--- src/rtl/cv32e40x_fencei_flush_unit.sv ---
// System-side responder for the core's fence.i handshake: drains the data write
// path, optionally invalidates the instruction cache, then pulses ack for one cycle.
module cv32e40x_fencei_flush_unit #(
  parameter int unsigned CNT_W         = 16,
  parameter int unsigned DRAIN_TIMEOUT = 255,
  parameter bit          ICACHE_EN     = 1'b1
) (
  input  logic             clk,
  input  logic             rst,
  input  logic             fencei_flush_req_i,
  output logic             fencei_flush_ack_o,
  input  logic             dbuf_empty_i,
  output logic             dbuf_drain_o,
  output logic             icache_inv_req_o,
  input  logic             icache_inv_gnt_i,
  input  logic             icache_inv_done_i,
  output logic             flush_busy_o,
  output logic [CNT_W-1:0] flush_count_o,
  output logic             drain_timeout_o
);

  localparam int unsigned DCNT_W = (DRAIN_TIMEOUT > 0) ? $clog2(DRAIN_TIMEOUT + 1) : 1;
  localparam bit                TIMEOUT_EN = (DRAIN_TIMEOUT != 0);
  localparam logic [DCNT_W-1:0] TIMEOUT_V  = DCNT_W'(DRAIN_TIMEOUT);
  localparam logic [DCNT_W-1:0] DCNT_MAX   = '1;
  localparam logic [CNT_W-1:0]  FCNT_MAX   = '1;

  typedef enum logic [2:0] {
    S_IDLE,
    S_DRAIN,
    S_INVAL,
    S_WAIT_INV,
    S_ACK
  } state_e;

  // With the cache disabled the drain phase hands straight over to the ack.
  localparam state_e POST_DRAIN = ICACHE_EN ? S_INVAL : S_ACK;

  state_e            state;
  state_e            next_state;
  logic              set_timeout;
  logic [DCNT_W-1:0] drain_cnt;

  // NOTE: every variable written here gets a default first, so no path can infer a latch.
  always_comb begin
    next_state  = state;
    set_timeout = 1'b0;
    unique case (state)
      S_IDLE: begin
        if (fencei_flush_req_i) next_state = S_DRAIN;
      end
      S_DRAIN: begin
        if (dbuf_empty_i) begin
          next_state = POST_DRAIN;
        end else if (TIMEOUT_EN && (drain_cnt == TIMEOUT_V)) begin
          next_state  = POST_DRAIN;
          set_timeout = 1'b1;
        end
      end
      S_INVAL: begin
        if (icache_inv_gnt_i) next_state = icache_inv_done_i ? S_ACK : S_WAIT_INV;
      end
      S_WAIT_INV: begin
        if (icache_inv_done_i) next_state = S_ACK;
      end
      S_ACK: begin
        next_state = S_IDLE;
      end
      default: begin
        next_state = S_IDLE;
      end
    endcase
  end

  // Outputs are registered from the next-state decode so they line up with the state register.
  // NOTE: sequential state uses non-blocking assignments so every flop samples pre-edge values.
  always_ff @(posedge clk) begin
    if (rst) begin
      state              <= S_IDLE;
      drain_cnt          <= '0;
      fencei_flush_ack_o <= 1'b0;
      dbuf_drain_o       <= 1'b0;
      icache_inv_req_o   <= 1'b0;
      flush_busy_o       <= 1'b0;
      flush_count_o      <= '0;
      drain_timeout_o    <= 1'b0;
    end else begin
      state              <= next_state;
      fencei_flush_ack_o <= (next_state == S_ACK);
      dbuf_drain_o       <= (next_state == S_DRAIN);
      icache_inv_req_o   <= (next_state == S_INVAL);
      flush_busy_o       <= (next_state != S_IDLE);

      // Held at zero outside DRAIN so each drain starts from zero; saturates instead of wrapping.
      if (state != S_DRAIN) begin
        drain_cnt <= '0;
      end else if (drain_cnt != DCNT_MAX) begin
        drain_cnt <= drain_cnt + DCNT_W'(1);
      end

      if ((next_state == S_ACK) && (flush_count_o != FCNT_MAX)) begin
        flush_count_o <= flush_count_o + CNT_W'(1);
      end

      if (set_timeout) drain_timeout_o <= 1'b1;
    end
  end

endmodule

--- config.mk ---
export PLATFORM = sky130hd
export DESIGN_NAME = cv32e40x_fencei_flush_unit
export DESIGN_NICKNAME = d
export VERILOG_FILES = /design/src/rtl/cv32e40x_fencei_flush_unit.sv
export SDC_FILE = /design/constraint.sdc
export NUM_CORES = 1
export LEC_CHECK = 0
export BUFFER_PORTS_ARGS = -buffer_cell sky130_fd_sc_hd__buf_2
export CAP_MARGIN = 20
export CORE_UTILIZATION = 54
export DETAILED_ROUTE_END_ITERATION = 12
export PLACE_DENSITY = 0.86
export RECOVER_POWER = 50
export SLEW_MARGIN = 20
export SYNTH_ARGS = -nofsm -noshare
export SYNTH_HDL_FRONTEND = slang
export SYNTH_SLANG_ARGS = --single-unit
export TNS_END_PERCENT = 50
--- constraint.sdc ---
create_clock -name clk -period 2.4 [get_ports clk]
set_input_delay 0.12 -clock clk [delete_from_list [all_inputs] [get_ports clk]]
set_output_delay 0.12 -clock clk [all_outputs]
set_load 0.1 [all_outputs]
==> Word level (Yosys, flattened, before mapping) <==
Index checks and enable logic that the tools add are counted.
{ "word_totals": {"register_bits": 32, "input_bits": 6, "output_inout_bits": 21, "wordCells": 34} }
{ "op_classes": {"addsub": 2, "eq_ne": 10, "n_mux": 10, "reduce_logical": 4} }
{ "ops": {"columns": ["operator", "count"], "rows": [
  ["3-bit 2-to-1 mux", 6],
  ["16-bit by 1-bit adder with 16-bit output, second input constant", 1],
  ["16-bit != test, second input constant", 1],
  ["3-bit case mux with 4 select lines", 1],
  ["3-bit by 2-bit == test with 1-bit output, second input constant", 3],
  ["8-bit by 1-bit adder with 8-bit output, second input constant", 1],
  ["8-bit == test, second input constant", 1],
  ["8-bit != test, second input constant", 1],
  ["3-bit by 1-bit == test with 1-bit output, second input constant", 2],
  ["3-bit == test, second input constant", 1],
  ["3-bit zero test", 1],
  ["1-bit 2-to-1 mux", 3],
  ["3-bit by 1-bit != test with 1-bit output, second input constant", 1],
  ["3-bit nonzero test", 1],
  ["2-bit OR reduction", 1],
  ["1-bit logical AND", 1]
]} }

==> Logic depth before layout (Yosys ltp) <==
Gate-level depths: netlist (run 1).
{ "logic_depth": {"ltp_word": 6, "ltp_mapped": 6, "depth_no_buf": 5} }

==> Worst setup path after synthesis (run 1) <==
OpenSTA, ideal clock, no wires.
{ "synth_timing": {"kind": "register to register", "start": "register flush_count_o[6]", "end": "register flush_count_o[15]", "setup_ns": 0.086, "arrival_time_ns": 2.536, "required_time_ns": 2.314, "slack_ns": -0.222, "stages_incl_launch_ff": 5, "path_buffers": 0, "synth_period_minus_slack_ns": 2.622, "path_cell_list": "dfxtp_1 nand4_1 or4_4 or4_1 a211oi_1"} }
{ "synth_via": {"elab_chain_len": 2, "word_cells_on_any_way": 3, "classes_between": "1 x add/sub; 1 x eq/ne; 1 x reduce/logical"} }
{ "synth_rtl": {"columns": ["item", "line", "rtl"], "rows": [
  ["from (decl)", "18", "output logic [CNT_W-1:0] flush_count_o,"],
  ["from (signal assigned)", "102", "flush_count_o <= flush_count_o + CNT_W'(1);"],
  ["branches (longest 2 deep; another with 16-bit by 1-bit adder with 16-bit output)", null, null]
]} }
Several ways; the timed one is not identified.
A chain may end at the register's enable or synchronous reset.

==> Worst setup path in the final report (run 1) <==
{ "layout_timing": {"start": "register state[0]", "end": "register flush_count_o[15]"} }
{ "layout_via": {"elab_chain_len": 5, "word_cells_on_any_way": 12, "classes_between": "4 x eq/ne; 6 x mux; 2 x reduce/logical"} }
{ "layout_rtl": {"columns": ["item", "line", "rtl"], "rows": [
  ["from (decl)", "39", "state_e state;"],
  ["from (signal assigned)", "88", "state <= next_state;"],
  ["3-bit 2-to-1 mux", "55", "end else if (TIMEOUT_EN && (drain_cnt == TIMEOUT_V)) begin"],
  ["3-bit 2-to-1 mux", "53", "if (dbuf_empty_i) begin"],
  ["3-bit case mux with 4 select lines *", "48", "unique case (state)"],
  ["3-bit == test *", "101", "if ((next_state == S_ACK) && (flush_count_o != FCNT_MAX)) begin"],
  ["1-bit logical AND *", "101", null]
]} }
Every way passes the cells marked *; elsewhere a longest branch is shown, timed or not.

==> flow_metrics.tcl, run 1 <==
set metrics [dict create \
    outcome "completed" \
    wirelength_um 3420 \
    synthCells 180 \
    grt_usage_pct 23.3 \
    coreArea_um2 2730 \
    dp_hpwl_um 2470 \
    leakagePower_nw 0.540 \
    antenna_found_initial 0 \
    vias_per_cell 6.17 \
    cp_num_buf_inv 0 \
    critPathKind "reg2reg" \
    cts-buffers-inserted 5 \
    n_antenna_cell 0 \
    seqPwrFrac_pct 53.3 \
    dp_cells 232 \
    max_freq_mhz 519 \
    floorplan.initialDensity_pct 56.5 \
    netlist_area_um2 1550 \
    place_area_um2 1700 \
    clk_latency_ns 0.33 \
    slowest_stage "or4_4" \
    via_count 1481 \
    yosysSeqAreaShare_pct 41.5 \
    die_w_um 55.5 \
    period_share_pct 80.3 \
    layout_min_cycle_time_ns 1.93 \
    arrival_ns 2.17 \
    dieArea_um2 3080 \
    dr.pass1.iters 5 \
    rsz0062_at_grt "no" \
    drv_slew 0 \
    fin_nets 216 \
    p_per_area_nw_per_um2 589 \
    port_buffers 26 \
    hold_buffers 0 \
    worstSetupStartpointType "flip-flop" \
    cp.required_ns 2.64 \
    grt_max_degree 27 \
    synth_top_cell_by_area "dfxtp_1" \
    drc 0 \
    crit_family "simple AND/OR/NAND/NOR gates" \
    max-slew-margin-rel_pct 21.4 \
    hold_viol 0 \
    row_count 19 \
    end_kind "flip-flop" \
    ctsLongestPathBuffers 2 \
    combPwrFrac_pct 8.6 \
    async_flop_share_pct 0 \
    syn_to_final_growth_pct 13.0 \
    pwr-share-clk_pct 38.1 \
    finClkSkew_ns 0.00735 \
    syn_area_per_cell_um2 8.58 \
    hold_class "in2reg" \
    path_cells "o21ai_2 > or4_4 > or4_1 > a211oi_1" \
    synth.distinct_cells 41 \
    worst_pin_slew_ns 1.18 \
    synth_seq_cells 32 \
    die_h_um 55.5 \
    cp_max_fo 6 \
    whs_ns 0.165 \
    cap_violations 0 \
    ys_warn_count 0 \
    grt_pass1_vias 1331 \
    gp_congestion 0.854 \
    grt_overflow 0 \
    ant_nets 0 \
    cts_tree "yes" \
    swShare_pct 24.2 \
    cts_htree_levels 2 \
    cts.sinks 32 \
    synth_nets 188 \
    cts_resized 0 \
    ir_drop_mv 0.628 \
    synthTopCellsByArea "dfxtp_1 41%, a21oi_1 4.5%, nor2_1 4.4%" \
    grt_pass1_wl_um 5720 \
    setup_tns_ns 0 \
    layout-drive-gt1-share_pct 15.8 \
    pin_count 27 \
    p_switching_mw 0.249 \
    fin_util_pct 63.9 \
    drt_iter0_drc 66 \
    post_cts_buffers 0 \
    setup_viol_count_final 0 \
    clock-root-buffer "clkbuf_4" \
    internal_power_mw 0.780 \
    synthFlopType "dfxtp_1" \
    synth_top_area_share_pct 41.5 \
    finalNonFillerCells 240 \
    path_clk_slew_ns 0.10 \
    stdcell_area_um2 1750 \
    synth_edf_count 0 \
    wl_per_cell_um 14.2 \
    cpPeakStageDelay_ns 0.55 \
]
## flip-flops by register name, summed over array words and instances (netlist names)
signal	flops
icache_inv_req_o	1
flush_busy_o	1
dbuf_drain_o	1
drain_timeout_o	1
fencei_flush_ack_o	1
state	3
flush_count_o	16
drain_cnt	8
## cells in the final DEF (no fill, tap or decap), types with 3 or more instances in the layout
cell type	n
clkbuf_1	22
dfxtp_1	21
nor2_1	18
a21oi_1	14
dfxtp_2	11
nand3_1	10
nand2_1	9
o21ai_0	8
nor4_1	7
or3_1	6
nand4_1	5
nor3_1	5
inv_1	5
a211oi_1	5
or4_1	5
clkbuf_4	5
buf_2	5
nor2b_1	3
and3_1	3
a31oi_1	3
xnor2_1	3
o31ai_1	3
## final cells by class
| class | instances | area [um^2] |
|---|---|---|
| Clock buffer | 6 | 41.3 |
| Clock inverter | 2 | 35.0 |
| Fill cell | 262 | 987 |
| Inverter | 5 | 18.8 |
| Multi-Input combinational cell | 136 | 840 |
| Sequential cell | 32 | 654 |
| Tap cell | 31 | 38.8 |
| Timing Repair Buffer | 28 | 119 |
## worst min-delay path: cells and delay by family
kind            cells  cell delay [ns]
compound gates      1             0.14
buf+inv             1             0.10
simple gates        2             0.10
## power by group through the flow
stage | logic, mW | clock network [mW] | registers [mW]
2_1_floorplan | 0.0401 | 0 | 0.596
3_3_place_gp | 0.0884 | 0 | 0.559
3_5_place_dp | 0.0898 | 0 | 0.560
4_1_cts | 0.0901 | 0.407 | 0.548
5_1_grt | 0.0945 | 0.427 | 0.550
6_report | 0.0887 | 0.391 | 0.548
## stage by stage
| stage | worst slack (ns) | total power, mW |
|---|---|---|
| floorplan | 0.0809 | 0.636 |
| global placement | 0.587 | 0.648 |
| detailed placement | 0.522 | 0.650 |
| CTS | 0.497 | 1.04 |
| global route | 0.381 | 1.07 |
| finish | 0.472 | 1.03 |
## Yosys cell counts (2+ instances only)
library cell	n
dfxtp_1	32
nor2_1	18
a21oi_1	14
nand3_1	10
nand2_1	9
o21ai_0	8
nor4_1	7
or3_1	6
a211oi_1	5
clkbuf_1	5
inv_1	5
nand4_1	5
nor3_1	5
or4_1	5
a31oi_1	3
and3_1	3
nor2b_1	3
o31ai_1	3
xnor2_1	3
and4_1	2
clkbuf_8	2
ha_1	2
nand4b_1	2
nor3b_1	2
nor4b_1	2
o21a_1	2
or2_2	2
or3b_2	2
## path summary, 6_finish.rpt
check             slack [ns]  cells after the start                end        startpoint
setup reg to reg        0.47                      4  flush_count_o[15]          state[0]
hold / removal          0.16                      4    drain_timeout_o      dbuf_empty_i
hold reg to reg         0.46                      1   flush_count_o[5]  flush_count_o[5]
setup / recovery        0.47                      4  flush_count_o[15]          state[0]
## per-layer routing
metal	vias to the layer above	wire, um	GRT usage [%]
met5	-	0	0
met4	0	12	7.86
met3	2	161	6.32
met2	37	1740	42.2
met1	705	1500	26.0
li1	737	-	-
## logic make-up (layout without fill, tap and decap cells)
group	count (synthesis)	in the layout	share of synthesized area (%)
compound gates	43	43	17.7
xor+xnor	3	3	1.70
fa+ha+maj	2	2	1.62
buf+inv	12	41	4.21
flops	32	32	41.5
mux	2	2	1.38
simple gates	86	86	31.9
(Power assumes the default switching activity.)
==> inputs of run 2 (changes only) <==
--- a/config.mk
+++ b/config.mk
@@ -7,9 +7,9 @@
 export LEC_CHECK = 0
 export BUFFER_PORTS_ARGS = -buffer_cell sky130_fd_sc_hd__buf_2
 export CAP_MARGIN = 20
-export CORE_UTILIZATION = 54
+export CORE_UTILIZATION = 49
 export DETAILED_ROUTE_END_ITERATION = 12
-export PLACE_DENSITY = 0.86
+export PLACE_DENSITY = 0.83
 export RECOVER_POWER = 50
 export SLEW_MARGIN = 20
 export SYNTH_ARGS = -nofsm -noshare
==> constraint.sdc (replaced) <==
create_clock -name clk -period 1.6 [get_ports clk]
set_input_delay 0.08 -clock clk [delete_from_list [all_inputs] [get_ports clk]]
set_output_delay 0.08 -clock clk [all_outputs]
set_load 0.1 [all_outputs]
==> run 2 against run 1 <==
Effect of this change: worst hold slack worse by 0.020 ns; core utilization is 9.9 points higher; sequential share of layout area is 6.5 points lower; die area is 9.8% higher; cell area is 28% higher; the run now ends with negative setup slack left; critical endpoint unchanged.
==> flow_metrics.tcl, run 2 (synthesis results as in run 1) <==
set metrics [dict create \
    outcome "finished, violations left" \
    violations "negative setup slack" \
    grt_pass1_vias 1490 \
    place_area_um2 2000 \
    setup_viol_count_final 15 \
    drv_slew 0 \
    gp_congestion 0.803 \
    dieArea_um2 3380 \
    wirelength_um 4400 \
    pin_count 27 \
    dr.pass1.iters 5 \
    setup_slack_ns -0.154 \
    cap_violations 0 \
    largest_register "flush_count_o" \
    drt_iter0_drc 86 \
    n_antenna_cell 0 \
    clk_latency_ns 0.34 \
    layout_common_cells "36 x buf_4, 19 x buf_2, 17 x nor2_1, 13 x a21oi_1, 13 x dfxtp_1" \
    antenna_found_initial 0 \
    clock-root-buffer "clkbuf_4" \
    leakagePower_nw 0.870 \
    cts_tree "yes" \
    p_per_area_nw_per_um2 689 \
    cp_max_fo 4 \
    row_count 20 \
    arrival_ns 1.96 \
    max-slew-margin-rel_pct 63.4 \
    max_freq_mhz 570 \
    layout_commonest_cell "buf_4" \
    layout_min_cycle_time_ns 1.75 \
    hold_viol 0 \
    stdcell_area_um2 2230 \
    grt_pass1_wl_um 6510 \
    cts_htree_levels 2 \
    end_kind "flip-flop" \
    largest_reg_flops 16 \
    die_h_um 58.2 \
    ant_nets 0 \
    drc 0 \
    cp.required_ns 1.81 \
    p_total_mw 1.54 \
    coreArea_um2 3030 \
    rsz0062_at_grt "yes" \
    period_share_pct 110 \
    ctsLongestPathBuffers 2 \
    port_buffers 26 \
    vias_per_cell 5.79 \
    hold_class "in2reg" \
    reg_top3 "flush_count_o (16), drain_cnt (8), state (3)" \
    grt_usage_pct 25.4 \
    grt_max_degree 27 \
    wl_per_cell_um 15.1 \
    layout-drive-gt1-share_pct 48.0 \
    ir_drop_mv 0.540 \
    dp_hpwl_um 2810 \
    dp_cells 278 \
    critPathKind "reg2reg" \
    worst_pin_slew_ns 0.551 \
    worstSetupStartpointType "flip-flop" \
    die_w_um 58.2 \
    floorplan.initialDensity_pct 51.0 \
    syn_to_final_growth_pct 44.6 \
    fin_nets 255 \
    finalNonFillerCells 292 \
    grt_overflow 0 \
    via_count 1691 \
    path_clk_slew_ns 0.10 \
    cts-buffers-inserted 5 \
    finClkSkew_ns 0.00555 \
    cts.sinks 32 \
]
[run 2: final timing paths]
| kind | startpoint | endpoint | slack [ns] | cells after the start |
|---|---|---|---|---|
| max | state[1] | flush_count_o[15] | -0.15 | 5 |
| min | dbuf_empty_i | drain_timeout_o | 0.15 | 4 |
| max reg2reg | state[1] | flush_count_o[15] | -0.15 | 5 |
| min reg2reg | flush_count_o[5] | flush_count_o[5] | 0.47 | 1 |
[run 2: final cells by class]
type,instances,area (um^2)
Multi-Input combinational cell,136,948
Fill cell,220,793
Sequential cell,32,692
Timing Repair Buffer,67,449
Clock buffer,7,66.3
Tap cell,44,55.1
Inverter,5,18.8
Clock inverter,1,5.00
[run 2: repair_timing]
action                                 in CTS  in global routing
setup buffers                               0                  6
pin swaps                                   3                 10
setup endpoints to repair                   9                 23
endpoints found under the hold margin       0                  0
hold buffers                                0                  0
resized for setup                          13                 16
[run 2: per-stage QoR]
stage / hold WS (ns) / TNS, ns / utilization [%] / setup slack [ns]
floorplan: 0.282 / -3.45 / - / -0.430
global placement: 0.444 / -0.146 / 66.1 / -0.0970
detailed placement: 0.455 / -0.383 / 66.1 / -0.159
CTS: 0.121 / -0.199 / 70.1 / -0.100
global route: 0.169 / -1.70 / 73.8 / -0.273
finish: 0.145 / -0.662 / 73.8 / -0.154
[run 2: where the power goes]
group	internal [mW]	switching (mW)	total (mW)
clock network	0.265	0.286	0.551
registers	0.792	0.00897	0.801
logic	0.0639	0.125	0.189
total	1.12	0.420	1.54
[run 2: per-layer routing]
| metal | track usage, % | wire length [um] | up-vias |
|---|---|---|---|
| li1 | - | - | 821 |
| met5 | 0 | 0 | - |
| met1 | 32.7 | 1930 | 822 |
| met2 | 40.4 | 2220 | 41 |
| met3 | 5.58 | 192 | 7 |
| met4 | 11.9 | 66 | 0 |
[run 2: worst max-delay path, cell delays in order, from the launching register on]
cell and delay (ns):
dfxtp_2 0.41, nand2b_4 0.06, or4_4 0.50, buf_4 0.17, nor4_1 0.40, a211oi_2 0.08
